<file path="src/rtl/mii_frame_generator.sv">
`default_nettype none
// ============================================================================
// Module   : mii_frame_generator
// Purpose  : Transmit-side frame source for a 64-bit, 8-lane MII-style link.
//            A start request emits one frame: a START word, len>>3 full DATA
//            words, and a TERM word carrying the len&7 trailing bytes. The
//            frame is followed by max(ipg,1) all-IDLE gap cycles. Payload
//            byte n is (seed + n) mod 256, so the far end can check both
//            length and content.
// Ports    : clk            - clock
//            i_rst          - synchronous reset, active-high
//            i_start        - frame request, taken when i_start && o_ready
//            i_payload_len  - payload byte count, latched at accept
//            i_seed         - first payload byte, latched at accept
//            i_ipg_cycles   - gap cycles after TERM (0 acts as 1)
//            o_ready        - a request can be accepted this cycle
//            o_tx_data      - lane data, lane k = bits [8k+7:8k]
//            o_tx_ctrl      - per-lane control flag
//            o_frame_done   - one-cycle pulse alongside the TERM word
//            o_frame_count  - completed frames, wraps at 16 bits
// Revision : 1.0 - initial release
// ============================================================================
module mii_frame_generator #(
    parameter int         DATA_WIDTH = 64,
    parameter int         CTRL_WIDTH = 8,
    parameter logic [7:0] IDLE_CODE  = 8'h07,
    parameter logic [7:0] START_CODE = 8'hFB,
    parameter logic [7:0] TERM_CODE  = 8'hFD,
    parameter int         LEN_WIDTH  = 8,
    parameter int         IPG_WIDTH  = 4
) (
    input  logic                  clk,
    input  logic                  i_rst,
    input  logic                  i_start,
    input  logic [LEN_WIDTH-1:0]  i_payload_len,
    input  logic [7:0]            i_seed,
    input  logic [IPG_WIDTH-1:0]  i_ipg_cycles,
    output logic                  o_ready,
    output logic [DATA_WIDTH-1:0] o_tx_data,
    output logic [CTRL_WIDTH-1:0] o_tx_ctrl,
    output logic                  o_frame_done,
    output logic [15:0]           o_frame_count
);

    localparam int c_WORD_W = LEN_WIDTH - 3;

    // The state names the word currently presented on o_tx_*.
    typedef enum logic [2:0] {
        S_IDLE  = 3'd0,
        S_START = 3'd1,
        S_DATA  = 3'd2,
        S_TERM  = 3'd3,
        S_GAP   = 3'd4
    } state_t;

    state_t                r_state_q, w_state_d;
    logic [c_WORD_W-1:0]   r_words_q, w_words_d;   // DATA words still to send
    logic [2:0]            r_rem_q,   w_rem_d;     // bytes carried by TERM
    logic [7:0]            r_byte_q,  w_byte_d;    // next payload byte value
    logic [IPG_WIDTH-1:0]  r_ipg_q,   w_ipg_d;
    logic [IPG_WIDTH-1:0]  r_gap_q,   w_gap_d;     // gap cycles left, incl. current
    logic [DATA_WIDTH-1:0] r_data_q,  w_data_d;
    logic [CTRL_WIDTH-1:0] r_ctrl_q,  w_ctrl_d;
    logic                  r_done_q,  w_done_d;
    logic [15:0]           r_count_q, w_count_d;
    logic                  w_last_gap;
    logic                  w_accept;

    assign w_last_gap = (r_state_q == S_GAP) && (r_gap_q == IPG_WIDTH'(1));
    // Gating with i_rst keeps ready low for the whole reset window, including
    // its first cycle, while the state itself already reads as IDLE.
    assign o_ready    = !i_rst && ((r_state_q == S_IDLE) || w_last_gap);
    assign w_accept   = i_start && o_ready;

    always_comb begin
        w_state_d = r_state_q;
        w_words_d = r_words_q;
        w_rem_d   = r_rem_q;
        w_byte_d  = r_byte_q;
        w_ipg_d   = r_ipg_q;
        w_gap_d   = r_gap_q;
        w_data_d  = {CTRL_WIDTH{IDLE_CODE}};
        w_ctrl_d  = '1;
        w_done_d  = 1'b0;
        w_count_d = r_count_q;

        case (r_state_q)
            S_IDLE: begin
                if (w_accept) w_state_d = S_START;
            end
            S_START, S_DATA: begin
                w_state_d = (r_words_q != '0) ? S_DATA : S_TERM;
            end
            S_TERM: begin
                w_state_d = S_GAP;
                w_gap_d   = (r_ipg_q == '0) ? IPG_WIDTH'(1) : r_ipg_q;
            end
            S_GAP: begin
                if (w_last_gap) w_state_d = w_accept ? S_START : S_IDLE;
                else            w_gap_d   = r_gap_q - IPG_WIDTH'(1);
            end
            default: w_state_d = S_IDLE;
        endcase

        if (w_accept) begin
            w_words_d = i_payload_len[LEN_WIDTH-1:3];
            w_rem_d   = i_payload_len[2:0];
            w_byte_d  = i_seed;
            w_ipg_d   = i_ipg_cycles;
        end

        // Build the word for the state being entered; it appears next cycle.
        case (w_state_d)
            S_START: begin
                w_ctrl_d = '0;
                w_ctrl_d[0] = 1'b1;
                for (int k = 0; k < CTRL_WIDTH; k++) begin
                    if (k == 0)                   w_data_d[8*k +: 8] = START_CODE;
                    else if (k == CTRL_WIDTH - 1) w_data_d[8*k +: 8] = 8'hD5;
                    else                          w_data_d[8*k +: 8] = 8'h55;
                end
            end
            S_DATA: begin
                w_ctrl_d = '0;
                for (int k = 0; k < CTRL_WIDTH; k++) begin
                    w_data_d[8*k +: 8] = r_byte_q + 8'(k);
                end
                w_byte_d  = r_byte_q + 8'(CTRL_WIDTH);
                w_words_d = r_words_q - c_WORD_W'(1);
            end
            S_TERM: begin
                for (int k = 0; k < CTRL_WIDTH; k++) begin
                    if (k < int'(r_rem_q)) begin
                        w_data_d[8*k +: 8] = r_byte_q + 8'(k);
                        w_ctrl_d[k]        = 1'b0;
                    end else if (k == int'(r_rem_q)) begin
                        w_data_d[8*k +: 8] = TERM_CODE;
                    end
                end
                w_done_d  = 1'b1;
                w_count_d = r_count_q + 16'd1;
            end
            default: ;
        endcase
    end

    always_ff @(posedge clk) begin
        if (i_rst) begin
            r_state_q <= S_IDLE;
            r_words_q <= '0;
            r_rem_q   <= '0;
            r_byte_q  <= '0;
            r_ipg_q   <= '0;
            r_gap_q   <= '0;
            r_data_q  <= {CTRL_WIDTH{IDLE_CODE}};
            r_ctrl_q  <= '1;
            r_done_q  <= 1'b0;
            r_count_q <= '0;
        end else begin
            r_state_q <= w_state_d;
            r_words_q <= w_words_d;
            r_rem_q   <= w_rem_d;
            r_byte_q  <= w_byte_d;
            r_ipg_q   <= w_ipg_d;
            r_gap_q   <= w_gap_d;
            r_data_q  <= w_data_d;
            r_ctrl_q  <= w_ctrl_d;
            r_done_q  <= w_done_d;
            r_count_q <= w_count_d;
        end
    end

    assign o_tx_data     = r_data_q;
    assign o_tx_ctrl     = r_ctrl_q;
    assign o_frame_done  = r_done_q;
    assign o_frame_count = r_count_q;

endmodule
`default_nettype wire

</file>
<file path="config.mk">
export PLATFORM = sky130hd
export DESIGN_NAME = mii_frame_generator
export DESIGN_NICKNAME = d
export VERILOG_FILES = /design/src/rtl/mii_frame_generator.sv
export SDC_FILE = /design/constraint.sdc
export NUM_CORES = 1
export LEC_CHECK = 0
export CORE_MARGIN = 10
export CORE_UTILIZATION = 45
export CTS_BUF_LIST = sky130_fd_sc_hd__clkbuf_4 sky130_fd_sc_hd__clkbuf_8
export CTS_CLUSTER_DIAMETER = 120
export CTS_CLUSTER_SIZE = 20
export DETAILED_ROUTE_END_ITERATION = 8
export PLACE_DENSITY = 0.73
export SLEW_MARGIN = 20
export SYNTH_ARGS = -nofsm -noshare
export SYNTH_HDL_FRONTEND = slang
export SYNTH_SLANG_ARGS = --single-unit
</file>
<file path="constraint.sdc">
create_clock -name clk -period 2.9 [get_ports clk]
set_input_delay 0.58 -clock clk [delete_from_list [all_inputs] [get_ports clk]]
set_output_delay 0.58 -clock clk [all_outputs]
set_load 0.05 [all_outputs]
</file>
==> results.yml <==
worst_hold_path:
  hold_path_end: "r_ipg_q[0]$_SDFFE_PP0P_"
  hp-class: "flip-flop to flip-flop"
  hp-start: "r_ipg_q[0]$_SDFFE_PP0P_"
  worstHoldPathCells: 2
sta:
  rsz0062_at_grt: "no"
  fmax_mhz: 362
  setup_viol_count_final: 0
  worst_pin_slew_ns: 1.01
  fin_crit_sh: 0.953
  layout_min_cycle_time_ns: 2.76
  hold_violations: 0
  skew_ns: 0.0113
  finalWorstSetupSlack_ns: 0.137
  tns_ns: 0
  slew_headroom: 0.326
  drv_slew: 0
clock_network:
  cts-root-buf: "clkbuf_8"
  post_cts_resized: 0
  cts_sinks: 116
  hold_buffers: 0
  post_cts_buffers: 0
  cts_tree: "yes"
  cts_max_path_buffers: 2
  cts_buffers: 17
  cts-htree-levels: 4
  clock_latency_ns: 0.43
  cts.clk_slew.worst_paths_ns: 0.07
layout:
  drive_gt1_frac: 0.0938
  num_antenna_cells: 0
  final_cells: 844
  post-route-util: 0.621
  fin_nets: 729
  synthToLayoutAreaGrowth_pct: 34.7
  fillers: 956
routing:
  ant_nets: 0
  vias_per_cell: 5.28
  routedWlPerCell_um: 16.8
  dr.pass1.iters: 5
  wl_um: 14200
  drc_errors: 0
  vias: 4460
  drt_iter0_markers: 369
synthesis:
  synth_fp_nets: 620
  synth_top_cell_area_share: 0.464
  synth.most_common_cell: "dfxtp_1"
  syn_area_per_cell_um2: 8.59
  ys.warnings.count: 0
  yosys.area.top_type: "dfxtp_1"
  synth_area_um2: 5000
  ys_types: 49
  synth_ff_type: "dfxtp_1"
  ys_seq_elements: 116
  synthCells: 582
  synth_area_leaders: "dfxtp_1 46%, a21oi_1 5.7%, nand2_1 5.3%"
  synth_edf_count: 0
  ys_async_sr_fraction: 0
  ys_seq_area_frac: 0.464
  netlist_top_cells_count: "116 x dfxtp_1, 71 x nand2_1, 62 x nor2_1, 57 x a21oi_1, 39 x o21ai_0"
floorplan:
  die_x_um: 125
  die_area_um2: 15700
  fp.dieH_um: 125
  rows: 38
  core_area_um2: 10800
  start_util: 0.461
  io_pins: 113
worst_setup_path:
  start_kind: "flip-flop"
  arrival_ns: 2.18
  path_max_fanout: 5
  r2r_end: "o_frame_count[13]$_SDFFE_PP0P_"
  worstSetupEndpointType: "output port"
  rrSetupSlack_ns: 0.47
  path_class: "flip-flop to output port"
  reg2reg_depth: 7
  cp.required_ns: 2.32
  reg2reg_from: "r_words_q[0]$_SDFFE_PP0P_"
global_routing:
  grt_max_degree: 48
  grt_use_total: 0.180
  grt_pass1_vias: 4489
  grt_overflow: 0
  grt_pass1_wl_um: 23400
  antenna_found_initial: 0
flow_run:
  max-cap-violations: 0
placement:
  pre_cts_ws_ns: 0.461
  hpwl_um: 10500
  place_congestion: 0.910
  io_buffers: 112
  place_inst: 812
status:
  outcome: "completed"
power:
  powerDensity_nw_per_um2: 924
  ir_worst_vdd_mv: 0.509
  leakage_nw: 2.50
critical path: stages, from the launching register on:
cell,delay [ns]
dfxtp_1,0.41
ha_1,0.19
or3b_2,0.50
a2111oi_4,0.46
buf_12,0.19
layer usage:
metal	wire (µm)	global-route usage
met4	393	0.0793
met1	5840	0.205
met2	6880	0.306
met3	1090	0.0507
met5	0	0
worst max path at each step:
| stage | from | endpoint | slack, ns | depth (start not counted) |
|---|---|---|---|---|
| 5_1_grt | r_gap_q[0]$_SDFFE_PP0P_ | o_ready | 0.06 | 4 |
| 2_1_floorplan | r_gap_q[0]$_SDFFE_PP0P_ | r_byte_q[4]$_SDFFE_PP0P_ | 0.30 | 7 |
| 3_5_place_dp | i_rst | r_rem_q[2]$_SDFFE_PP0P_ | 0.46 | 6 |
| 3_3_place_gp | i_rst | o_tx_data[62]$_SDFF_PP0_ | 0.51 | 6 |
| 4_1_cts | r_gap_q[0]$_SDFFE_PP0P_ | o_ready | 0.11 | 4 |
| 6_report | r_gap_q[0]$_SDFFE_PP0P_ | o_ready | 0.14 | 4 |
per-stage QoR:
| stage | hold WS, ns | instance area (µm²) | total power, mW |
|---|---|---|---|
| floorplan | 0.447 | 5010 | 3.75 |
| global placement | 0.458 | 6290 | 4.56 |
| detailed placement | 0.460 | 6290 | 4.59 |
| CTS | 0.469 | 6730 | 6.24 |
| global route | 0.508 | 6730 | 6.52 |
| finish | 0.467 | 6730 | 6.22 |
state kept, by name, summed over array words and instances (netlist names):
register / count
o_frame_count: 16
o_frame_done: 1
o_tx_ctrl: 8
o_tx_data: 64
r_byte_q: 8
r_gap_q: 4
r_ipg_q: 4
r_rem_q: 3
r_state_q: 3
r_words_q: 5
area by class of cell:
type | count | area (µm²) | share of cell area
repair buffers | 129 | 1260 | 0.187
multi-input cells | 418 | 2500 | 0.371
inverters | 9 | 33.8 | 0.00502
clock buffers | 23 | 292 | 0.0433
clock inverters | 9 | 151 | 0.0225
well taps | 140 | 175 | 0.0260
flip-flops and latches | 116 | 2320 | 0.345
where the power goes:
group	switching (mW)	internal, mW	total [mW]
logic	1.69	0.843	2.53
clock network	0.631	1.02	1.65
registers	0.186	1.85	2.04
total	2.51	3.71	6.22
cells by family after synthesis:
group / after synthesis / share of synthesized area
AOI/OAI and AO/OA: 125 / 0.141
xor gates and xnor gates: 57 / 0.0999
adders and majority gates: 15 / 0.0375
buffers and inverters: 48 / 0.0380
DFF: 116 / 0.464
muxes: 1 / 0.00200
and+or+nand+nor: 220 / 0.217
placed cells by master, fill, tap and decap left out, types with 4 or more instances in the layout:
cell,synthesis,layout
nor3_1,6,6
nand2b_1,7,7
a31oi_1,4,4
dfxtp_1,116,116
inv_1,9,9
and3_1,4,4
bufinv_16,0,4
buf_4,0,17
xor2_1,29,29
clkdlybuf4s50_1,0,111
nand2_1,71,71
clkbuf_4,0,4
xnor2_1,28,28
or2_2,4,4
o21ai_0,39,39
a211oi_1,11,11
nor2_1,62,62
a21oi_1,57,57
or3_1,8,8
nor2b_1,5,5
nand4_1,4,4
ha_1,15,15
clkbuf_8,0,19
nand3_1,27,27
(Power assumes the default switching activity.)
